--- src/rtl/score_display_n.sv ---
// score_display_n: N-digit decimal score renderer for the 640x480 VGA path.
// A binary score is latched at frame start, converted to BCD by an iterative
// double-dabble FSM, and drawn from an 8x8 glyph ROM with integer scaling and
// optional leading-zero blanking. draw_score is a registered pixel enable.
module score_display_n #(
  parameter int unsigned XLOC       = 40,
  parameter int unsigned YLOC       = 40,
  parameter int unsigned DIGITS     = 3,
  parameter int unsigned SCORE_W    = 8,
  parameter int unsigned SCALE_LOG2 = 0
) (
  input  logic               clk,
  input  logic               rst_n,
  input  logic               pixpulse,
  input  logic [9:0]         hcount,
  input  logic [9:0]         vcount,
  input  logic [SCORE_W-1:0] score,
  input  logic               blank_lz,
  output logic               draw_score,
  output logic               overflow,
  output logic               busy
);

  localparam int unsigned CELL   = 8 << SCALE_LOG2;
  localparam int unsigned WIDTH  = DIGITS * CELL;
  localparam int unsigned BCD_N  = (SCORE_W + 5) / 3;
  localparam int unsigned ACC_N  = (BCD_N > DIGITS) ? BCD_N : DIGITS;
  localparam int unsigned ACC_W  = 4 * ACC_N;
  localparam int unsigned DISP_W = 4 * DIGITS;
  localparam int unsigned CNT_W  = $clog2(SCORE_W + 1);

  localparam logic [10:0] X_LO = 11'(XLOC);
  localparam logic [10:0] X_HI = 11'(XLOC + WIDTH);
  localparam logic [10:0] Y_LO = 11'(YLOC);
  localparam logic [10:0] Y_HI = 11'(YLOC + CELL);

  typedef enum logic [1:0] {S_IDLE, S_CONV, S_LOAD} state_t;

  state_t              state_q, state_d;
  logic [SCORE_W-1:0]  sh_q, sh_d;
  logic [ACC_W-1:0]    bcd_q, bcd_d;
  logic [CNT_W-1:0]    cnt_q, cnt_d;
  logic [DISP_W-1:0]   disp_q, disp_d;
  logic                ovf_q, ovf_d;
  logic                draw_q, draw_d;

  logic                        fs;
  logic [ACC_W-1:0]            bcd_adj;
  logic [ACC_W+SCORE_W-1:0]    shifted;
  logic                        hi_nz;

  logic [10:0] hoff, voff, col, row_f;
  logic [2:0]  dsel, bsel, rsel;
  logic        in_reg;
  logic [3:0]  nib;
  logic        lead_blank;
  logic        run_zero;
  logic [7:0]  grow;
  logic        pix;
  logic        unused_bits;

  // 8x8 numeral font, row 0 at the top, bit 7 = leftmost pixel
  function automatic logic [7:0] glyph_row(input logic [3:0] g, input logic [2:0] r);
    logic [63:0] rows;
    case (g)
      4'd0:    rows = 64'h3C666E7666663C00;
      4'd1:    rows = 64'h183818181818_7E00;
      4'd2:    rows = 64'h3C66060C30607E00;
      4'd3:    rows = 64'h3C66061C06663C00;
      4'd4:    rows = 64'h0C1C3C6C7E0C0C00;
      4'd5:    rows = 64'h7E607C0606663C00;
      4'd6:    rows = 64'h3C607C6666663C00;
      4'd7:    rows = 64'h7E060C1830303000;
      4'd8:    rows = 64'h3C66663C66663C00;
      4'd9:    rows = 64'h3C66663E060C3800;
      default: rows = '0;
    endcase
    return rows[{3'd7 - r, 3'b000} +: 8];
  endfunction

  assign fs = pixpulse && (hcount == '0) && (vcount == '0);

  // State and datapath registers
  always_ff @(posedge clk or negedge rst_n) begin
    if (!rst_n) begin
      state_q <= S_IDLE;
      sh_q    <= '0;
      bcd_q   <= '0;
      cnt_q   <= '0;
      disp_q  <= '0;
      ovf_q   <= 1'b0;
      draw_q  <= 1'b0;
    end else begin
      state_q <= state_d;
      sh_q    <= sh_d;
      bcd_q   <= bcd_d;
      cnt_q   <= cnt_d;
      disp_q  <= disp_d;
      ovf_q   <= ovf_d;
      draw_q  <= draw_d;
    end
  end

  // Double-dabble add-3 correction on every nibble >= 5
  always_comb begin
    bcd_adj = bcd_q;
    for (int unsigned i = 0; i < ACC_N; i++) begin
      if (bcd_q[4*i +: 4] >= 4'd5) bcd_adj[4*i +: 4] = bcd_q[4*i +: 4] + 4'd3;
    end
    shifted = {bcd_adj, sh_q} << 1;
  end

  // Any nonzero nibble above the displayed digits means the value exceeds 10**DIGITS-1
  always_comb begin
    hi_nz = 1'b0;
    for (int unsigned i = DIGITS; i < ACC_N; i++) begin
      if (bcd_q[4*i +: 4] != 4'd0) hi_nz = 1'b1;
    end
  end

  // Conversion FSM: IDLE latches on frame start, CONV shifts SCORE_W times, LOAD publishes
  always_comb begin
    state_d = state_q;
    sh_d    = sh_q;
    bcd_d   = bcd_q;
    cnt_d   = cnt_q;
    disp_d  = disp_q;
    ovf_d   = ovf_q;
    case (state_q)
      S_IDLE: begin
        if (fs) begin
          sh_d    = score;
          bcd_d   = '0;
          cnt_d   = CNT_W'(SCORE_W);
          state_d = S_CONV;
        end
      end
      S_CONV: begin
        bcd_d = shifted[ACC_W+SCORE_W-1:SCORE_W];
        sh_d  = shifted[SCORE_W-1:0];
        cnt_d = cnt_q - CNT_W'(1);
        if (cnt_q == CNT_W'(1)) state_d = S_LOAD;
      end
      S_LOAD: begin
        ovf_d   = hi_nz;
        disp_d  = hi_nz ? {DIGITS{4'd9}} : bcd_q[DISP_W-1:0];
        state_d = S_IDLE;
      end
      default: state_d = S_IDLE;
    endcase
  end

  // Pixel lookup: region test, cell/glyph coordinates, digit select and blanking
  always_comb begin
    hoff   = {1'b0, hcount} - X_LO;
    voff   = {1'b0, vcount} - Y_LO;
    col    = hoff >> SCALE_LOG2;
    row_f  = voff >> SCALE_LOG2;
    dsel   = col[5:3];
    bsel   = 3'd7 - col[2:0];
    rsel   = row_f[2:0];
    in_reg = ({1'b0, hcount} >= X_LO) && ({1'b0, hcount} < X_HI) &&
             ({1'b0, vcount} >= Y_LO) && ({1'b0, vcount} < Y_HI);
    nib        = '0;
    lead_blank = 1'b0;
    run_zero   = 1'b1;
    // digit 0 is the most significant; run_zero tracks "this and all left of it are 0"
    for (int unsigned i = 0; i < DIGITS; i++) begin
      run_zero = run_zero && (disp_q[4*(DIGITS-1-i) +: 4] == 4'd0);
      if (dsel == 3'(i)) begin
        nib        = disp_q[4*(DIGITS-1-i) +: 4];
        lead_blank = run_zero && (i < DIGITS - 1);
      end
    end
    grow = glyph_row(nib, rsel);
    pix  = in_reg && !(blank_lz && lead_blank) && grow[bsel];
  end

  // Registered pixel enable, updated only on pixel strobes
  always_comb begin
    draw_d = draw_q;
    if (pixpulse) draw_d = pix;
  end

  assign unused_bits = ^{col[10:6], row_f[10:3]};

  assign busy       = (state_q != S_IDLE);
  assign overflow   = ovf_q;
  assign draw_score = draw_q;

endmodule

--- config.mk ---
export PLATFORM = sky130hd
export DESIGN_NAME = score_display_n
export DESIGN_NICKNAME = d
export VERILOG_FILES = /design/src/rtl/score_display_n.sv
export SDC_FILE = /design/constraint.sdc
export NUM_CORES = 1
export LEC_CHECK = 0
export CORE_MARGIN = 2
export CORE_UTILIZATION = 55
export DETAILED_ROUTE_END_ITERATION = 6
export PLACE_DENSITY_LB_ADDON = 0.2
export SYNTH_ARGS = -nofsm -noshare
export SYNTH_HDL_FRONTEND = slang
export SYNTH_SLANG_ARGS = --single-unit
--- constraint.sdc ---
create_clock -name clk -period 3.1 [get_ports clk]
set_input_delay 0.31 -clock clk [delete_from_list [all_inputs] [get_ports clk]]
set_output_delay 0.31 -clock clk [all_outputs]
set_load 0.005 [all_outputs]
==> flow_summary.ini, run 1 <==
[clocking]
cts_resized = 0
cts_tree = yes
cts_buffer_depth = 2
cts_hold_buf = 0
cts-root-buf = clkbuf_8
clkSinkCount = 44
cts_setup_buffers = 0
ctsHtreeMaxLevel = 2
clkTransAtPathRegs_ns = 0.08
cts_buffers = 5
clk_latency_ns = 0.29

[synth]
synth_flop_cell = dfrtp_1
syn_avg_cell_area_sq_um = 8.45
syn_area_sq_mm = 0.00319
ys_ff_latch = 44
yosysSeqAreaShare = 0.346
synth_cell_types = 60
synth_cells = 377
synthArstFlopShare = 1.00
synth_enable_flop_cells = 0
yosys_warnings = 0
syn_nets = 426

[critical_path]
crit_chain = clkdlybuf4s50_1 > mux2_2 > a21oi_4 > inv_1 > ha_1 > a21oi_1 > o21ai_0 > and4b_1 > o311ai_0 > nor4_1 > a311oi_1
worstPathRequired_ns = 3.30
worstSetupPathType = in -> reg
crit_path_end_kind = flop
crit_fanout = 7
worst_path_largest_cell_delay_ns = 0.61
cp.arrival_ns = 3.07
start_kind = primary input
slowest_stage = clkdlybuf4s50_1

[place]
gp_congestion = 0.932
dp_hpwl_um = 6210
port_buffers = 34

[drt]
highest_layer = met4
routedWlPerCell_um = 16.6
wl_met3_um = 289
route.detailed.drc = 0
wl_met2_um = 4140
drt_first_iter_violations = 170
via_per_inst = 6.08
drt_wl_total_um = 8190
drt-met1-wl_um = 3560
vias = 2989
antenna_left = 0
drtPass1Iterations = 5

[floorplan]
num_rows = 27
die_x_um = 80.1
start_util = 0.575
die-area_sq_mm = 0.00642
core_sq_mm = 0.00554
die_height_um = 80.1
io_pins = 35

[global_route]
overflow = 0
grt_max_degree = 45
grt_pass1_wl_um = 13800
grt_pass1_vias = 2890
track_usage = 0.276
antenna_found_initial = 0

[final_layout]
drive_gt1_frac = 0.102
fin_nets = 470
synthToLayoutAreaGrowth_pct = 19.4
n_antenna_cell = 0

[sta]
maxSlewHeadroom = 0.348
fin_crit_sh = 0.925
worst_pin_slew_ns = 0.978
fin_crit_ns = 2.87
holdWs_ns = 0.177
finClkSkew_ns = 0.00843
hold_viol = 0
fmax_ghz = 0.349
slew_viol_final = 0
setup_viol = 0
rsz0062_at_grt = no
setup_tns_ns = 0

[power]
power.density_mw_per_mm2 = 289
irDropWorstVdd_mv = 0.285
p_leak_nw = 1.70

[status]
status = complete, no violations

[run]
max_cap_viol_count = 0

[worst_hold_path]
hold_path.class = in -> async
flip-flops by register name, indices dropped and copies added (netlist names):
name	count
bcd_q	16
cnt_q	4
disp_q	12
draw_score	1
overflow	1
sh_q	8
state_q	2
kinds of logic (layout without fill, tap and decap cells):
kind of cell               after synthesis  in the layout  share of synthesized area
muxes                                   14             14                     0.0471
AOI/OAI and AO/OA                      114            114                      0.240
adders and majority gates               17             17                     0.0668
xor gates and xnor gates                 9              9                     0.0247
DFF                                     44             44                      0.346
buffers and inverters                   37             80                     0.0518
and+or+nand+nor                        142            142                      0.224
cells in the mapped netlist (all sizes together) (2+ instances only):
cell,n,area share
inv,15,0.018
nand3b,4,0.0094
and2,5,0.0098
dfrtp,44,0.35
o21ai,34,0.057
xor2,4,0.011
o32ai,3,0.0082
and4b,3,0.0094
or3,2,0.0055
o31ai,5,0.012
a22oi,3,0.0071
nand4b,3,0.0082
nor4,8,0.016
a22o,4,0.011
o22ai,9,0.018
nand2,47,0.056
ha,17,0.067
nor2b,4,0.0079
buf,7,0.016
a31oi,7,0.014
a21o,3,0.0071
a311oi,3,0.0082
nand4,3,0.0059
a21oi,22,0.038
o211ai,4,0.0094
nor3,3,0.0047
nand2b,8,0.016
nor2,31,0.037
a32o,4,0.013
and3,4,0.0079
xnor2,5,0.014
o22a,3,0.0082
a32oi,2,0.0055
mux2i,12,0.039
mux2,2,0.0082
clkbuf,15,0.018
nand3,12,0.019
worst max-delay path, delay by kind of cell:
family | cells | cell delay (ns)
fa+ha+maj | 1 | 0.23
simple gates | 2 | 0.37
mux | 1 | 0.41
buf+inv | 2 | 0.69
compound gates | 5 | 1.04
final timing paths:
kind	startpoint	to	slack, ns	depth (start not counted)
worst max-delay path	hcount[3]	draw_score	0.23	11
worst max register to register	disp_q[5]	draw_score	0.58	10
worst min register to register	sh_q[6]	sh_q[7]	0.49	2
max in group asynchronous	rst_n	disp_q[4]	2.32	1
min in group clk	sh_q[6]	sh_q[7]	0.49	2
worst min-delay path	rst_n	bcd_q[10]	0.18	1
area by class of cell:
class,count,area [sq um]
multi-input combinational,296,1920
fill,455,1740
sequential,44,1100
timing repair buffer,59,536
tap,72,90.1
clock buffer,5,68.8
inverter,15,56.3
clock inverter,1,30.0
metrics by stage:
| stage | setup slack, ns | area [sq um] | std cells | utilization | total power, W |
|---|---|---|---|---|---|
| 3_5_place_dp | -0.0452 | 3700 | 486 | 0.669 | 0.000700 |
| 6_report | 0.232 | 3800 | 492 | 0.687 | 0.00110 |
| 4_1_cts | 0.258 | 3800 | 492 | 0.687 | 0.00111 |
| 3_3_place_gp | 0.0475 | 3700 | 486 | 0.669 | 0.000701 |
| 2_1_floorplan | 0.520 | 3190 | 377 | - | 0.000632 |
| 5_1_grt | 0.0416 | 3800 | 492 | 0.687 | 0.00114 |
cells in the final DEF, fill, tap and decap left out, types with 5 or more instances in the layout:
cell type	Yosys	layout
nand2_1	46	46
buf_4	2	24
a31oi_1	7	7
mux2i_1	11	11
inv_1	15	15
nand3_1	12	12
nor4_1	8	8
nor2_1	30	29
a21oi_1	21	21
clkbuf_8	0	5
and2_1	5	5
o22ai_1	9	9
o21ai_0	32	32
ha_1	17	17
clkdlybuf4s50_1	0	33
nand2b_1	8	8
o31ai_1	5	5
dfrtp_1	44	44
xnor2_1	5	5
power breakdown:
group          leakage [nW]  switching [W]  internal [W]
clock network        0.0501       0.000179      0.000231
registers             0.490    0.000000331      0.000574
logic                  1.16      0.0000584     0.0000575
per-layer routing:
| layer | global-route usage | vias to the layer above |
|---|---|---|
| met3 | 0.0270 | 20 |
| met5 | 0 | - |
| met2 | 0.483 | 84 |
| met1 | 0.352 | 1415 |
| li1 | - | 1470 |
| met4 | 0.102 | 0 |
Note: power is estimated with default switching activity, not from simulation.
==> run 2, diff against run 1 <==
- SLEW_MARGIN: not set -> 10
==> results of run 2 <==
Final layout, timing and power as in run 1 (identical DEF).
==> run 3, diff against run 2 <==
- CORE_MARGIN: 2 -> 5
==> flow_summary.ini, run 3 (synthesis gave the netlist of run 1 again) <==
[final_layout]
largest_reg_flops = 16
layout_commonest_cell = nand2_1
drive_gt1_frac = 0.125
n_antenna_cell = 0
synthToLayoutAreaGrowth_pct = 21.7
largest-register = bcd_q
fin_cells = 503
final_cell_mix = nand2_1, dfrtp_1, buf_4
reg_top3 = bcd_q (16), disp_q (12), sh_q (8)
fin_nets = 479
fin_util = 0.695

[clocking]
cts_hold_buf = 0
cts_setup_buffers = 0
ctsHtreeMaxLevel = 2
clkSinkCount = 44
cts-root-buf = clkbuf_8
clk_latency_ns = 0.31
cts_tree = yes
clkTransAtPathRegs_ns = 0.08
cts_buffer_depth = 2
cts_buffers = 5

[power]
irDropWorstVdd_mv = 0.361
finalPower_w = 0.00114
p_leak_nw = 1.75
power.density_mw_per_mm2 = 294

[sta]
hold_viol = 0
fmax_ghz = 0.350
worst_pin_slew_ns = 0.949
setup_viol = 0
rsz0062_at_grt = no
finClkSkew_ns = 0.0104
fin_crit_sh = 0.922
slew_viol_final = 0
maxSlewHeadroom = 0.367
fin_crit_ns = 2.86
worst_slack_ns = 0.241

[critical_path]
crit_path_end_kind = flop
cp.arrival_ns = 3.06
r2r-start = disp_q[0]
worstPathRequired_ns = 3.30
crit_fanout = 6
start_kind = primary input
worstSetupPathType = in -> reg
startpoint = hcount[3]

[floorplan]
start_util = 0.571
io_pins = 35
die_x_um = 86.1
die-area_sq_mm = 0.00741
num_rows = 27
core_sq_mm = 0.00557
die_height_um = 86.1

[drt]
drt_wl_total_um = 8520
route.detailed.drc = 0
vias = 3036
routedWlPerCell_um = 16.9
drtPass1Iterations = 5
antenna_left = 0
via_per_inst = 6.04
drt_first_iter_violations = 132

[global_route]
antenna_found_initial = 0
track_usage = 0.236
grt_max_degree = 45
grt_pass1_vias = 2953
overflow = 0
grt_pass1_wl_um = 14100

[place]
dp_hpwl_um = 6450
place_ws_ns = -0.0435
dpl.cell_count = 495
port_buffers = 34
gp_congestion = 0.911

[status]
status = complete, no violations

[run]
max_cap_viol_count = 0

[worst_hold_path]
hold_path.class = in -> async
## run 3: what timing repair did
action                                  in CTS  in global routing
endpoints found under the hold margin        0                  0
resized for setup                            0                  1
endpoints found under the setup margin       0                  1
## run 3: worst paths after layout
kind                                   end  slack (ns)  depth (start not counted)
worst max-delay path            draw_score        0.24                         11
max in group asynchronous        bcd_q[12]        2.36                          1
worst min register to register     sh_q[4]        0.49                          2
min in group clk                   sh_q[4]        0.49                          2
worst min-delay path               sh_q[2]        0.15                          1
worst max register to register  draw_score        0.52                         12
## run 3: worst max-delay path, cell delays in order
cell	delay [ns]
clkdlybuf4s50_1	0.60
mux2_2	0.41
a21oi_4	0.20
inv_1	0.10
ha_1	0.25
a21oi_1	0.18
o21ai_0	0.11
and3_1	0.20
a2111oi_0	0.39
nor4_1	0.09
a311oi_1	0.23
## run 3: per-stage QoR
step / hold WS [ns] / cell area, sq um / TNS [ns]
finish: 0.152 / 3880 / 0
global placement: 0.463 / 3760 / -0.0356
floorplan: 0.0144 / 3190 / 0
CTS: 0.172 / 3880 / 0
global route: 0.226 / 3880 / 0
detailed placement: 0.471 / 3760 / -0.0435
## run 3: final cells by class
| class | instances | area, sq um |
|---|---|---|
| flip-flops and latches | 44 | 1100 |
| inverters | 15 | 56.3 |
| multi-input cells | 296 | 1920 |
| clock inverters | 3 | 47.5 |
| well taps | 72 | 90.1 |
| clock buffers | 5 | 68.8 |
| fillers | 481 | 1700 |
| repair buffers | 68 | 591 |
## run 3: where the power goes
| part | internal [W] | total (W) | leakage [nW] | switching [W] |
|---|---|---|---|---|
| Combinational | 0.0000592 | 0.000119 | 1.20 | 0.0000597 |
| Sequential | 0.000574 | 0.000574 | 0.490 | 0.000000341 |
| Clock | 0.000243 | 0.000445 | 0.0583 | 0.000202 |
| Total | 0.000876 | 0.00114 | 1.75 | 0.000262 |
## run 3: per-layer routing
metal / share of wire / global-route usage / vias to the layer above
li1: - / - / 1491
met1: 0.42 / 0.272 / 1450
met2: 0.52 / 0.439 / 75
met3: 0.032 / 0.0240 / 20
met4: 0.030 / 0.101 / 0
met5: 0 / 0 / -
